--- config.mk ---
export PLATFORM = sky130hd
export DESIGN_NAME = tnn_vote_seq
export DESIGN_NICKNAME = d
export VERILOG_FILES = /design/src/rtl/tnn_vote_seq.sv
export SDC_FILE = /design/constraint.sdc
export NUM_CORES = 1
export LEC_CHECK = 0
export CAP_MARGIN = 20
export CELL_PAD_IN_SITES_DETAIL_PLACEMENT = 1
export CELL_PAD_IN_SITES_GLOBAL_PLACEMENT = 1
export CORE_AREA = 2 2 77 79
export DETAILED_ROUTE_END_ITERATION = 8
export DIE_AREA = 0 0 79 81
export PLACE_DENSITY_LB_ADDON = 0.1
export RECOVER_POWER = 50
export SLEW_MARGIN = 20
export SYNTH_ARGS = -nofsm -noshare
export SYNTH_HDL_FRONTEND = slang
export SYNTH_SLANG_ARGS = --single-unit
--- constraint.sdc ---
create_clock -name clk -period 3.76 [get_ports clk]
set_input_delay 0.752 -clock clk [delete_from_list [all_inputs] [get_ports clk]]
set_output_delay 0.752 -clock clk [all_outputs]
set_load 0.005 [all_outputs]
--- src/rtl/tnn_vote_seq.sv ---
// Ternary-NN vote sequencer: accumulates positive/negative operand groups over
// a multi-beat vote, then registers a saturating magnitude comparison.
module tnn_vote_seq #(
  parameter int W     = 2,
  parameter int MAXB  = 8,
  parameter int TRUNC = 0,
  parameter int AW    = W + $clog2(MAXB + 1)
) (
  input  logic         clk,
  input  logic         rst_n,
  input  logic         in_valid,
  output logic         in_ready,
  input  logic [W-1:0] in_pos,
  input  logic         in_pos_en,
  input  logic [W-1:0] in_neg,
  input  logic         in_neg_en,
  input  logic         in_last,
  input  logic         cmp_ge,
  output logic         out_valid,
  input  logic         out_ready,
  output logic         out_vote,
  output logic         out_ovf
);
  localparam int CW = $clog2(MAXB + 1);

  typedef enum logic [1:0] {IDLE, ACC, DONE} state_t;

  state_t        state;
  logic [AW-1:0] psum, nsum;
  logic [CW-1:0] cnt;
  logic          ovf;

  logic          accept, idle;
  logic [AW-1:0] p_base, n_base, p_add, n_add, p_nxt, n_nxt;
  logic [AW:0]   p_wide, n_wide;
  logic          p_sat, n_sat;
  logic [CW-1:0] cnt_nxt;
  logic          max_hit, close, ovf_nxt, vote_nxt;

  assign accept = in_valid && in_ready;
  assign idle   = (state == IDLE);

  // IDLE starts from zero so stale sums never leak into a new vote.
  always_comb begin
    p_base   = idle ? '0 : psum;
    n_base   = idle ? '0 : nsum;
    p_add    = in_pos_en ? AW'(in_pos >> TRUNC) : '0;
    n_add    = in_neg_en ? AW'(in_neg >> TRUNC) : '0;
    p_wide   = {1'b0, p_base} + {1'b0, p_add};
    n_wide   = {1'b0, n_base} + {1'b0, n_add};
    p_sat    = p_wide[AW];
    n_sat    = n_wide[AW];
    p_nxt    = p_sat ? '1 : p_wide[AW-1:0];
    n_nxt    = n_sat ? '1 : n_wide[AW-1:0];
    cnt_nxt  = (idle ? '0 : cnt) + CW'(1);
    max_hit  = (cnt_nxt == CW'(MAXB));
    close    = in_last || max_hit;
    ovf_nxt  = (!idle && ovf) || p_sat || n_sat || (max_hit && !in_last);
    vote_nxt = cmp_ge ? (p_nxt >= n_nxt) : (p_nxt > n_nxt);
  end

  always_ff @(posedge clk or negedge rst_n) begin
    if (!rst_n) begin
      state     <= IDLE;
      psum      <= '0;
      nsum      <= '0;
      cnt       <= '0;
      ovf       <= 1'b0;
      in_ready  <= 1'b0;
      out_valid <= 1'b0;
      out_vote  <= 1'b0;
      out_ovf   <= 1'b0;
    end else begin
      case (state)
        IDLE, ACC: begin
          in_ready <= 1'b1;
          if (accept) begin
            psum <= p_nxt;
            nsum <= n_nxt;
            cnt  <= cnt_nxt;
            ovf  <= ovf_nxt;
            if (close) begin
              state     <= DONE;
              in_ready  <= 1'b0;
              out_valid <= 1'b1;
              out_vote  <= vote_nxt;
              out_ovf   <= ovf_nxt;
            end else begin
              state <= ACC;
            end
          end
        end
        DONE: begin
          if (out_ready) begin
            state     <= IDLE;
            psum      <= '0;
            nsum      <= '0;
            cnt       <= '0;
            ovf       <= 1'b0;
            in_ready  <= 1'b1;
            out_valid <= 1'b0;
            out_vote  <= 1'b0;
            out_ovf   <= 1'b0;
          end
        end
        default: begin
          state    <= IDLE;
          in_ready <= 1'b0;
        end
      endcase
    end
  end
endmodule

# Word-level counts from Yosys, hierarchy flattened

Cells that the tools add are included.

$add $sub $neg: 3
Order comparisons: 2
Equality and inequality tests: 6
Mux-type cells: 36
Reduce and logical (&&, ||, !) cells: 15

Operators with widths:

| kind                                                                  | count |
|---|---|
| 6-bit 2-to-1 mux                                                      | 7 |
| 6-bit case mux with 2 select lines                                    | 2 |
| 6-bit by 2-bit adder with 7-bit output                                | 2 |
| 1-bit 2-to-1 mux                                                      | 12 |
| 4-bit 2-to-1 mux                                                      | 3 |
| 2-bit 2-to-1 mux                                                      | 5 |
| 1-bit case mux with 2 select lines                                    | 5 |
| 4-bit case mux with 2 select lines                                    | 1 |
| 6-bit >= comparator                                                   | 1 |
| 6-bit greater-than comparator                                         | 1 |
| 2-bit inequality test, second input constant                          | 3 |
| 4-bit by 1-bit adder with 4-bit output, second input constant         | 1 |
| 4-bit equality test, second input constant                            | 1 |
| 1-bit logical OR                                                      | 4 |
| 2-bit case mux with 2 select lines                                    | 1 |
| 4-bit AND reduction                                                   | 1 |
| 1-bit logical AND                                                     | 3 |
| 3-bit AND reduction                                                   | 1 |
| 2-bit by 1-bit equality test with 1-bit output, second input constant | 1 |
| 2-bit equality test, second input constant                            | 1 |
| 1-bit zero test                                                       | 2 |
| 2-bit zero test                                                       | 1 |
| 2-bit AND reduction                                                   | 1 |
| 2-bit nonzero test                                                    | 1 |
| 2-bit OR reduction                                                    | 1 |

Flip-flop bits (word level): 23
Input port bits: 12
Output and inout bits: 4
Word-level logic and storage cells: 71

# Longest topological paths before layout

Word-level depth: 9
Mapped depth: 15

# Worst setup path before layout

Ideal clock, no wire load.

Path kind: register to register
Start: reg state[1]
End: reg out_vote
Library setup time: 0.120 ns
Arrival time: 3.218 ns
Data required time: 3.640 ns
Path slack: 0.423 ns
Stages on the path, launching flop included: 16
Path buffers: 2
Period minus slack after synthesis: 3.337 ns
Cell sequence: dfrtp_1 buf_4 or2_2 clkbuf_1 and2_1 ha_1 fa_1 nand4_1 nor2_1 nor2_1 o21ai_0 ha_1 a211o_1 a21oi_1 o21ai_0 a31o_1

Longest elaborated chain between the ends: 9
Elaborated cells on any way between the ends: 25
Classes of those cells: add/sub (3); order compare (2); eq/ne (6); mux (9); reduce/logical (5)

Ends and longest elaborated chain:

| item                                                                        | RTL line | source |
|---|---|---|
| start: declaration                                                          | 28       | `state_t state;` |
| start signal: assignment                                                    | 64       | `state <= IDLE;` |
| start signal: assignment                                                    | 83       | `state <= DONE;` |
| start signal: assignment                                                    | 89       | `state <= ACC;` |
| 2-bit zero test                                                             | 41, 74   |  |
| 6-bit 2-to-1 mux (on tied branches)                                         | 45, 46   |  |
| 6-bit by 2-bit adder with 7-bit output (on tied branches)                   | 49, 50   |  |
| 6-bit 2-to-1 mux (on tied branches)                                         | 53, 54   |  |
| 6-bit greater-than comparator / 6-bit >= comparator (equally long branches) | 59       | `vote_nxt = cmp_ge ? (p_nxt >= n_nxt) : (p_nxt > n_nxt);` |
| 1-bit 2-to-1 mux                                                            | 59       |  |
| 1-bit 2-to-1 mux                                                            | 82       | `if (close) begin` |
| 1-bit 2-to-1 mux                                                            | 77       | `if (accept) begin` |
| 1-bit case mux with 2 select lines                                          | 74       | `case (state)` |
| end signal: assignment                                                      | 86       | `out_vote <= vote_nxt;` |
| end: declaration                                                            | 21       | `output logic out_vote,` |

Several ways; a longest one is shown, not always the timed one. The select of a mux whose other input is x is not followed.
A chain may end at the register's enable or synchronous reset.

# Worst setup path in the final report

Start: in in_pos_en
End: reg out_vote

Longest elaborated chain between the ends: 8
Elaborated cells on any way between the ends: 9
Classes of those cells: add/sub (1); order compare (2); mux (6)

Ends and longest elaborated chain:

| item                                                                        | RTL line | source |
|---|---|---|
| start: declaration                                                          | 14       | `input logic in_pos_en,` |
| 2-bit 2-to-1 mux (*)                                                        | 47       | `p_add = in_pos_en ? AW'(in_pos >> TRUNC) : '0;` |
| 6-bit by 2-bit adder with 7-bit output (*)                                  | 49       | `p_wide = {1'b0, p_base} + {1'b0, p_add};` |
| 6-bit 2-to-1 mux (*)                                                        | 53       | `p_nxt = p_sat ? '1 : p_wide[AW-1:0];` |
| 6-bit greater-than comparator / 6-bit >= comparator (equally long branches) | 59       |  |
| 1-bit 2-to-1 mux (*)                                                        | 59       |  |
| 1-bit 2-to-1 mux (*)                                                        | 82       |  |
| 1-bit 2-to-1 mux (*)                                                        | 77       |  |
| 1-bit case mux with 2 select lines (*)                                      | 74       |  |

Mark *: on every way between the ends. The rest lies on a longest branch, timed or not. The select of a mux whose other input is x is not followed.

==> run metrics <==
CTS tree done; RePlAce Congestion 0.842; htree depth 1; post-CTS sizing 0; die width 79 um; status completed; post-synthesis cell count 180; Hold EP nsum[1]$_DFFE_PN0P_; path depth of the worst reg2reg path 12; CTS Buffer Depth 2; share of synthesized registers carrying an async set or reset 1.00; routed length per instance 17.4 um; Starting Density 0.286; post-DR vias/cell 5.41; TNS Setup 0 ps; num ports 16; DP Area 1880 sq um; Fillers 707; area of the multi-input gates 988 sq um; Critical Path Start Type input pin; RSZ-0062 raised after global routing false; clk_lat worst skew 270 ps; Core Footprint 5680 sq um; Synth Register Bits 23; top_reg_cell synth dfrtp_1; Antenna Cells 0; relative slew slack 0.0979; LEAKAGE 0.812 nW; Syn Std Cell Area 1620 sq um; flop-to-flop setup slack 360 ps; Max-Cap Viols 0; power density over cell area 423 nW/um^2; Post-Route Utilization 0.339; root buffer cell clkbuf_8; DRC Markers 0; CP max FO 5; DP HPWL 3550 um; vias in the first global route 1600; pins over their slew limit 0; global-route wire length before repair 8000 um; Congestion Overflow GR 0; Tightest Hold Check Type flip-flop to flip-flop; Yosys cell types 46; Final ANT Viol Nets 0; FF/Latch Area 576 sq um; Reg clk slew, reported paths 90 ps; worst-margin pin slew 1350 ps; CP endpoint kind flip-flop; post-route worst setup slack 307 ps; CTS Hold Bufs 0; Design Area, Final 1930 sq um; die height 81 um; area leader, netlist dfrtp_1; final hold violation count 0; clk_skew 7.51 ps; Post-synth EDFFs 0; Die ar. 6400 sq um; hold path depth 2; VDD IR-drop max 0.169 mV; sequential fraction of the synthesis area 0.355; CP required 3920 ps; FMAX 0.290 GHz; largest net degree at the start of global routing 24; arrival time worst endpoint 3610 ps; initial antenna violation count 0; Final period util 0.918; syn_area_per_cell 9.02 sq um; Final nets 227; share of layout cells above drive strength 1 0.0850; r2r startpoint state[0]$_DFFE_PN0P_; Synth top cells by count dfrtp_1 (23), o21ai_0 (23), a21oi_1 (13); Starting DRT DRC Count 70; postcts setup bufs 0; final setup vio count 0; pre-CTS setup slack -3.72 ps; yosys synthesis warning count 0; Tot GR Track Use 0.164; Yosys top cell area share 0.355; clock sinks 23; final WL 4780 um; Reg2Reg Capture Point out_vote$_DFFE_PN0P_; DR pass1 iterations 4; minimum clock period 3450 ps; synthesized net count 206; top post-synthesis cells by area dfrtp_1 (35%), ha_1 (9.3%), o21ai_0 (7.1%); CTS buffer count 3; startpoint of the worst hold path nsum[1]$_DFFE_PN0P_; std cell rows 28; vias 1489; kind of critical path input pin to flip-flop; Port Buffers 15; Area Overhead vs Synth 18.7%
sequential cells by signal, summed over array words and instances, names as in the netlist:
register   cells
in_ready       1
out_ovf        1
out_vote       1
cnt            4
psum           6
out_valid      1
nsum           6
ovf            1
state          2
critical path, stage by stage:
cell             delay [ps]
clkdlybuf4s50_1         410
and2_1                  140
ha_1                    220
fa_1                    470
nand4_1                 160
nor2_1                  120
nor2_1                  170
o21ai_0                 120
ha_1                    320
nand4_1                 120
or3_1                   380
a31o_1                  220
power breakdown:
part / leakage, nW / switching (mW) / internal (mW)
Combinational: 0.482 / 0.187 / 0.139
Sequential: 0.304 / 0.0312 / 0.295
Clock: 0.0255 / 0.0891 / 0.0742
kinds of logic (layout without fill, tap and decap cells):
| kind of cell | count (synthesis) | in the layout | synth area share |
|---|---|---|---|
| and+or+nand+nor | 61 | 61 | 0.197 |
| buffers and inverters | 12 | 32 | 0.0362 |
| DFF | 23 | 23 | 0.355 |
| AOI/OAI and AO/OA | 65 | 65 | 0.262 |
| xor gates and xnor gates | 2 | 2 | 0.0108 |
| muxes | 3 | 3 | 0.0216 |
| adders and majority gates | 14 | 14 | 0.117 |
worst max path at each step:
stage / startpoint / to / slack (ps) / cells after the start
2_1_floorplan: state[1]$_DFFE_PN0P_ / out_vote$_DFFE_PN0P_ / 420 / 15
3_3_place_gp: in_pos_en / out_vote$_DFFE_PN0P_ / 100 / 13
3_5_place_dp: in_pos_en / out_vote$_DFFE_PN0P_ / -4 / 12
4_1_cts: in_pos_en / out_vote$_DFFE_PN0P_ / 290 / 12
5_1_grt: in_pos_en / out_vote$_DFFE_PN0P_ / 140 / 12
6_report: in_pos_en / out_vote$_DFFE_PN0P_ / 310 / 12
layout by cell type, fill, tap and decap left out, types with 11 or more instances in the layout:
cell type and count:
nand2_1 11, and2_1 12, ha_1 12, clkdlybuf4s50_1 12, a21oi_1 13, dfrtp_1 23, nor2_1 12, o21ai_0 23
layout make-up:
type | instances | area share
Multi-Input combinational cell | 145 | 0.513
Sequential cell | 23 | 0.299
Clock buffer | 3 | 0.0214
Inverter | 6 | 0.0117
Clock inverter | 1 | 0.00260
Tap cell | 75 | 0.0487
Timing Repair Buffer | 22 | 0.103
routing by layer:
metal / routed length [um] / global-route usage
met2: 2350 / 0.296
met5: 0 / 0
met3: 140 / 0.0178
met1: 2220 / 0.207
met4: 60 / 0.0448
stage by stage:
stage | total power [mW] | instances | hold WS [ps]
6_report | 0.815 | 275 | 480
5_1_grt | 0.887 | 275 | 516
4_1_cts | 0.839 | 275 | 491
3_5_place_dp | 0.662 | 271 | 467
3_3_place_gp | 0.658 | 271 | 457
2_1_floorplan | 0.535 | 180 | 442
Power figures use the tool's default switching activity.
